[src/rtl/speech_playback_ctrl.sv]
// speech_playback_ctrl: plays one stored speech segment from flash.
// Each 32-bit flash word is split into two 16-bit samples; one sample is
// released per sample_tick. Ticks that find no sample ready are counted
// as underruns (saturating). All outputs are registered.
`timescale 1ns/1ps
module speech_playback_ctrl #(
  parameter int ADDR_W = 23
) (
  input  logic              clk,
  input  logic              reset_n,
  input  logic              start,
  input  logic              stop,
  input  logic [ADDR_W-1:0] start_addr,
  input  logic [ADDR_W-1:0] end_addr,
  input  logic              sample_tick,
  output logic              flash_read,
  output logic [ADDR_W-1:0] flash_address,
  input  logic              flash_waitrequest,
  input  logic [31:0]       flash_readdata,
  input  logic              flash_readdatavalid,
  output logic [15:0]       sample_out,
  output logic              sample_valid,
  output logic              busy,
  output logic              done,
  output logic [7:0]        underrun_cnt
);

  typedef enum logic [2:0] {
    IDLE, FETCH, WAIT_DATA, PLAY_LO, PLAY_HI, DRAIN
  } state_e;

  state_e            state_q, state_d;
  logic [ADDR_W-1:0] addr_q, addr_d;
  logic [ADDR_W-1:0] end_q, end_d;
  logic [31:0]       word_q, word_d;
  logic [15:0]       sample_q, sample_d;
  logic              valid_q, valid_d;
  logic              done_q, done_d;
  logic              read_q, read_d;
  logic              busy_q, busy_d;
  logic [7:0]        ur_q, ur_d;
  logic              accept;
  logic [7:0]        ur_inc;

  // A read is taken by the slave when it is requested and not stalled.
  assign accept = read_q && !flash_waitrequest;
  // Saturating increment used for ticks that find no sample ready.
  assign ur_inc = (ur_q == 8'hFF) ? ur_q : ur_q + 8'd1;

  // Next-state, datapath and output decode.
  always_comb begin
    // NOTE: every variable gets a default first so no path leaves it unassigned (no latches).
    state_d  = state_q;
    addr_d   = addr_q;
    end_d    = end_q;
    word_d   = word_q;
    sample_d = sample_q;
    ur_d     = ur_q;
    valid_d  = 1'b0;
    done_d   = 1'b0;

    case (state_q)
      IDLE: begin
        // stop in the same cycle suppresses the command entirely.
        if (start && !stop) begin
          if (start_addr <= end_addr) begin
            addr_d  = start_addr;
            end_d   = end_addr;
            ur_d    = '0;
            state_d = FETCH;
          end else begin
            done_d = 1'b1;  // empty range completes immediately
          end
        end
      end
      FETCH: begin
        if (stop) begin
          // An accepted read still owes us a data beat, which must be drained.
          state_d = accept ? DRAIN : IDLE;
        end else begin
          if (sample_tick) ur_d = ur_inc;
          if (accept) state_d = WAIT_DATA;
        end
      end
      WAIT_DATA: begin
        if (stop) begin
          // Data arriving in the stop cycle is already the outstanding beat.
          state_d = flash_readdatavalid ? IDLE : DRAIN;
        end else begin
          if (sample_tick) ur_d = ur_inc;
          if (flash_readdatavalid) begin
            word_d  = flash_readdata;
            state_d = PLAY_LO;
          end
        end
      end
      PLAY_LO: begin
        if (stop) begin
          state_d = IDLE;
        end else if (sample_tick) begin
          sample_d = word_q[15:0];
          valid_d  = 1'b1;
          state_d  = PLAY_HI;
        end
      end
      PLAY_HI: begin
        if (stop) begin
          state_d = IDLE;
        end else if (sample_tick) begin
          sample_d = word_q[31:16];
          valid_d  = 1'b1;
          if (addr_q == end_q) begin
            done_d  = 1'b1;
            state_d = IDLE;
          end else begin
            addr_d  = addr_q + ADDR_W'(1);
            state_d = FETCH;
          end
        end
      end
      DRAIN: begin
        if (flash_readdatavalid) state_d = IDLE;
      end
      default: state_d = IDLE;
    endcase

    // Registered request/busy are decoded from the state being entered.
    read_d = (state_d == FETCH);
    busy_d = (state_d != IDLE);
  end

  // State and output registers with synchronous active-low reset.
  always_ff @(posedge clk) begin
    // NOTE: sequential state uses non-blocking assignments so all registers update together.
    if (!reset_n) begin
      state_q  <= IDLE;
      addr_q   <= '0;
      end_q    <= '0;
      word_q   <= '0;
      sample_q <= '0;
      valid_q  <= 1'b0;
      done_q   <= 1'b0;
      read_q   <= 1'b0;
      busy_q   <= 1'b0;
      ur_q     <= '0;
    end else begin
      state_q  <= state_d;
      addr_q   <= addr_d;
      end_q    <= end_d;
      word_q   <= word_d;
      sample_q <= sample_d;
      valid_q  <= valid_d;
      done_q   <= done_d;
      read_q   <= read_d;
      busy_q   <= busy_d;
      ur_q     <= ur_d;
    end
  end

  assign flash_read    = read_q;
  assign flash_address = addr_q;
  assign sample_out    = sample_q;
  assign sample_valid  = valid_q;
  assign busy          = busy_q;
  assign done          = done_q;
  assign underrun_cnt  = ur_q;

endmodule

[config.mk]
export PLATFORM = sky130hd
export DESIGN_NAME = speech_playback_ctrl
export DESIGN_NICKNAME = d
export VERILOG_FILES = /design/src/rtl/speech_playback_ctrl.sv
export SDC_FILE = /design/constraint.sdc
export NUM_CORES = 1
export LEC_CHECK = 0
export CORE_MARGIN = 2
export CORE_UTILIZATION = 54
export CTS_BUF_LIST = sky130_fd_sc_hd__clkbuf_16
export CTS_CLUSTER_DIAMETER = 60
export DETAILED_ROUTE_END_ITERATION = 8
export PLACE_DENSITY = 0.86
export RECOVER_POWER = 50
export SYNTH_ARGS = -nofsm -noshare
export SYNTH_HDL_FRONTEND = slang
export SYNTH_SLANG_ARGS = --single-unit
[constraint.sdc]
create_clock -name clk -period 5.33 [get_ports clk]
set_clock_uncertainty 0.15 [all_clocks]
set_input_delay 1.3325 -clock clk [delete_from_list [all_inputs] [get_ports clk]]
set_output_delay 1.3325 -clock clk [all_outputs]
set_load 0.01 [all_outputs]
==> metrics.txt <==
# TYPE chip_impl_metric gauge
chip_impl_info{name="status",value="finished clean"} 1
chip_impl_metric{name="initial_util",unit=""} 0.557
chip_impl_metric{name="overflow",unit=""} 0
chip_impl_metric{name="maxClockFrequency",unit="MHz"} 245
chip_impl_metric{name="post-route-drc-count",unit=""} 0
chip_impl_info{name="cts_tree",value="done"} 1
chip_impl_metric{name="power_switching_share",unit=""} 0.285
chip_impl_metric{name="adder_cell_area_share_of_the_yosys_netlist",unit=""} 0.0544
chip_impl_metric{name="via_count",unit=""} 5974
chip_impl_metric{name="layout_cell_share_with_drive_strength_beyond_1",unit=""} 0.0657
chip_impl_metric{name="power.ir.vdd_worst",unit="mV"} 0.161
chip_impl_metric{name="finalSetupViolations",unit=""} 0
chip_impl_metric{name="synth-compound-area-share",unit=""} 0.185
chip_impl_metric{name="finalWeightedCongestion",unit=""} 0.948
chip_impl_metric{name="cts_setup_buffers",unit=""} 0
chip_impl_metric{name="place.port_buffers",unit=""} 135
chip_impl_info{name="yosysTopAreaCell",value="dfxtp_1"} 1
chip_impl_metric{name="hpwlAfterDp",unit="um"} 12200
chip_impl_metric{name="worst_path_max_fanout",unit=""} 13
chip_impl_metric{name="wire_length_of_the_first_global_routing_pass",unit="um"} 28100
chip_impl_metric{name="antenna-diode-count",unit=""} 0
chip_impl_metric{name="cts.path.max_buffers",unit=""} 2
chip_impl_metric{name="grt_antenna_before_repair",unit=""} 0
chip_impl_metric{name="power_leakage",unit="nW"} 2.83
chip_impl_metric{name="synthCells",unit=""} 736
chip_impl_metric{name="synth_enable_flop_cells",unit=""} 0
chip_impl_metric{name="timing.setup.tns",unit="ps"} 0
chip_impl_metric{name="timing_hold_violations_final",unit=""} 0
chip_impl_metric{name="yosysWarnings",unit=""} 0
chip_impl_metric{name="cts.repair.resized",unit=""} 0
chip_impl_metric{name="sequentialPowerShare",unit=""} 0.470
chip_impl_metric{name="synth_top_area_share",unit=""} 0.380
chip_impl_metric{name="synthMuxAreaShare",unit=""} 0.0200
chip_impl_metric{name="worst_hold_slack",unit="ps"} 313
chip_impl_metric{name="area_growth",unit="%"} 29.7
chip_impl_metric{name="post_synth.cell_area_avg",unit="um2"} 7.81
chip_impl_metric{name="grt_max_degree",unit=""} 52
chip_impl_metric{name="core-area",unit="mm2"} 0.0103
chip_impl_metric{name="pwr-share-comb",unit=""} 0.152
chip_impl_metric{name="y_dimension_of_the_die",unit="um"} 107
chip_impl_metric{name="yosys_cell_types",unit=""} 63
chip_impl_metric{name="numCtsBuffers",unit=""} 9
chip_impl_metric{name="design.die.area",unit="mm2"} 0.0115
chip_impl_metric{name="mappedNetlistNets",unit=""} 846
chip_impl_metric{name="synth.yosys.seq_area_share",unit=""} 0.380
chip_impl_info{name="postSynth.topFlopCell",value="dfxtp_1"} 1
chip_impl_metric{name="postRouteAntennaNets",unit=""} 0
chip_impl_info{name="critPathKind",value="in2reg"} 1
chip_impl_info{name="yosys-top-cells-area",value="dfxtp_1, nand2_1, a21oi_1"} 1
chip_impl_metric{name="width_of_the_die",unit="um"} 107
chip_impl_metric{name="relative_slew_slack",unit=""} 0.0599
chip_impl_metric{name="p_int",unit="mW"} 1.31
chip_impl_metric{name="via_count_of_the_first_global_routing_pass",unit=""} 5786
chip_impl_metric{name="switching_power_total",unit="uW"} 521
chip_impl_metric{name="power_per_unit_of_standard_cell_area",unit="mW/mm2"} 246
chip_impl_metric{name="rows",unit=""} 37
chip_impl_metric{name="period_share",unit=""} 0.767
chip_impl_metric{name="wire_per_inst",unit="um"} 17.6
chip_impl_info{name="hp-class",value="reg2reg"} 1
chip_impl_metric{name="cts.reportedPaths.clkPinSlew",unit="ps"} 80
chip_impl_info{name="synth_top_family_by_area",value="simple AND/OR/NAND/NOR gates"} 1
chip_impl_metric{name="fillerInstances",unit=""} 796
chip_impl_metric{name="period_needed",unit="ps"} 4090
chip_impl_info{name="worstSetupEndpointType",value="flip-flop"} 1
chip_impl_info{name="setup.worst_path.start_class",value="input port"} 1
chip_impl_metric{name="synthXorXnorAreaFrac",unit=""} 0.0472
chip_impl_metric{name="cts.htree.levels",unit=""} 3
chip_impl_metric{name="crit_required",unit="ps"} 5400
chip_impl_metric{name="clock-sinks",unit=""} 109
chip_impl_metric{name="yosys_register_bits",unit=""} 109
chip_impl_metric{name="arrival",unit="ps"} 4160
chip_impl_info{name="rsz0062_at_grt",value="false"} 1
chip_impl_metric{name="layout.nets",unit=""} 957
chip_impl_metric{name="synth.cell_area",unit="mm2"} 0.00575
chip_impl_metric{name="fin_total_pwr",unit="mW"} 1.83
chip_impl_metric{name="groute.usage.overall",unit=""} 0.307
chip_impl_metric{name="max_cap_viol_count",unit=""} 0
chip_impl_metric{name="clock_network_latency_to_the_later_pin_of_the_worst_skew_pair",unit="ps"} 350
chip_impl_metric{name="synthArstFlopShare",unit=""} 0
chip_impl_metric{name="totalWireLength",unit="um"} 17400
chip_impl_metric{name="synth-simple-area-share",unit=""} 0.257
chip_impl_info{name="root_buffer",value="clkbuf_16"} 1
chip_impl_metric{name="via_per_inst",unit=""} 6.05
chip_impl_metric{name="design.portCount",unit=""} 136
chip_impl_metric{name="drtIter0Drc",unit=""} 528
chip_impl_metric{name="firstDrtPassIters",unit=""} 6
chip_impl_metric{name="postCtsHoldBufs",unit=""} 0
chip_impl_metric{name="worst_max_slew_pin_slew",unit="ps"} 1410
chip_impl_metric{name="slew_violations",unit=""} 0
chip_impl_metric{name="clock_power_share",unit=""} 0.378
[Yosys cell counts (4+ instances only)]
library cell and instances:
a211oi_2 5, xnor2_1 18, clkbuf_1 34, nor3_1 27
o21ai_0 16, nor2_1 64, ha_1 25, dfxtp_1 109
a21oi_1 87, nand4_1 15, and2_1 4, nand2b_1 4
nand2_1 145, a311oi_1 16, a31oi_1 5, nand3_1 28
o31ai_1 9, inv_1 26, xor2_1 13, mux2i_1 10
and3_1 8, buf_2 8
[power groups by stage]
stage | clock network, mW | registers, mW | logic [mW]
finish | 0.691 | 0.861 | 0.278
global route | 0.729 | 0.863 | 0.299
CTS | 0.690 | 0.860 | 0.278
detailed placement | 0 | 0.879 | 0.274
global placement | 0 | 0.877 | 0.267
floorplan | 0 | 0.873 | 0.145
[cell families (layout without fill, tap and decap cells)]
| group | after synthesis | after routing |
|---|---|---|
| buffers and inverters | 75 | 191 |
| muxes | 11 | 11 |
| and+or+nand+nor | 322 | 322 |
| adders and majority gates | 25 | 25 |
| AOI/OAI and AO/OA | 163 | 163 |
| DFF | 109 | 109 |
| xor gates and xnor gates | 31 | 31 |
[registers in the layout, summed over array words and instances (netlist names)]
register	cells
busy	1
done	1
end_q	23
flash_address	23
flash_read	1
sample_out	16
sample_valid	1
state_q	3
underrun_cnt	8
word_q	32
[metrics by stage]
stage	setup slack [ps]	utilization	instance area, um2	instances
2_1_floorplan	1890	-	5750	736
3_3_place_gp	1100	0.693	7150	972
3_5_place_dp	1020	0.693	7150	972
4_1_cts	1330	0.723	7460	988
5_1_grt	1110	0.722	7450	988
6_report	1240	0.722	7450	988
[per-layer routing]
| metal | GRT usage | part of all wire | vias to the layer above |
|---|---|---|---|
| li1 | - | - | 2772 |
| met1 | 0.388 | 0.39 | 2755 |
| met2 | 0.496 | 0.48 | 380 |
| met3 | 0.0614 | 0.094 | 67 |
| met4 | 0.153 | 0.039 | 0 |
| met5 | 0 | 0 | - |
[cell type report]
| class | instances | area (um2) | share of cell area |
|---|---|---|---|
| clock buffers | 9 | 225 | 0.0302 |
| clock inverters | 7 | 83.8 | 0.0112 |
| inverters | 27 | 101 | 0.0136 |
| multi-input cells | 552 | 3250 | 0.436 |
| flip-flops and latches | 109 | 2180 | 0.293 |
| well taps | 136 | 170 | 0.0228 |
| repair buffers | 148 | 1440 | 0.193 |
[layout by cell type (no fill, tap or decap), types with 3 or more instances in the layout]
master / netlist / routed
nor2_1: 64 / 63
and2_1: 4 / 4
nand2b_1: 4 / 4
xor2_1: 13 / 13
mux2i_1: 10 / 10
o211ai_1: 3 / 3
and3_1: 8 / 8
ha_1: 25 / 25
clkdlybuf4s50_1: 0 / 82
a311oi_1: 16 / 16
buf_4: 3 / 11
o21ai_0: 16 / 16
or2_2: 3 / 3
a31oi_1: 5 / 5
dlygate4sd3_1: 0 / 53
dfxtp_1: 109 / 109
nand2_1: 145 / 145
a21oi_1: 87 / 87
clkbuf_16: 0 / 9
inv_1: 26 / 26
nor3_1: 27 / 27
nor4_2: 3 / 3
nand3b_1: 3 / 3
a211oi_2: 5 / 5
o31ai_1: 9 / 9
nand3_1: 28 / 28
xnor2_1: 18 / 18
inv_8: 0 / 3
nand4_1: 15 / 15
[critical path, stage by stage]
cell and delay, ps:
clkdlybuf4s50_1 480, inv_1 60, ha_1 310, a21oi_1 140, o21ai_0 160, a2bb2oi_1 420, a31oi_4 180, o21ai_4 430
buf_4 290, mux2i_1 230, a21oi_1 100
[worst paths after layout]
path                      from  depth (start not counted)          endpoint  slack (ps)
hold / removal      word_q[18]                          2        word_q[18]         310
setup / recovery  end_addr[10]                         11  flash_address[6]        1240
setup reg to reg    state_q[2]                          7    sample_out[15]        1960
hold reg to reg     word_q[18]                          2        word_q[18]         310
Note: power is estimated with default switching activity, not from simulation.
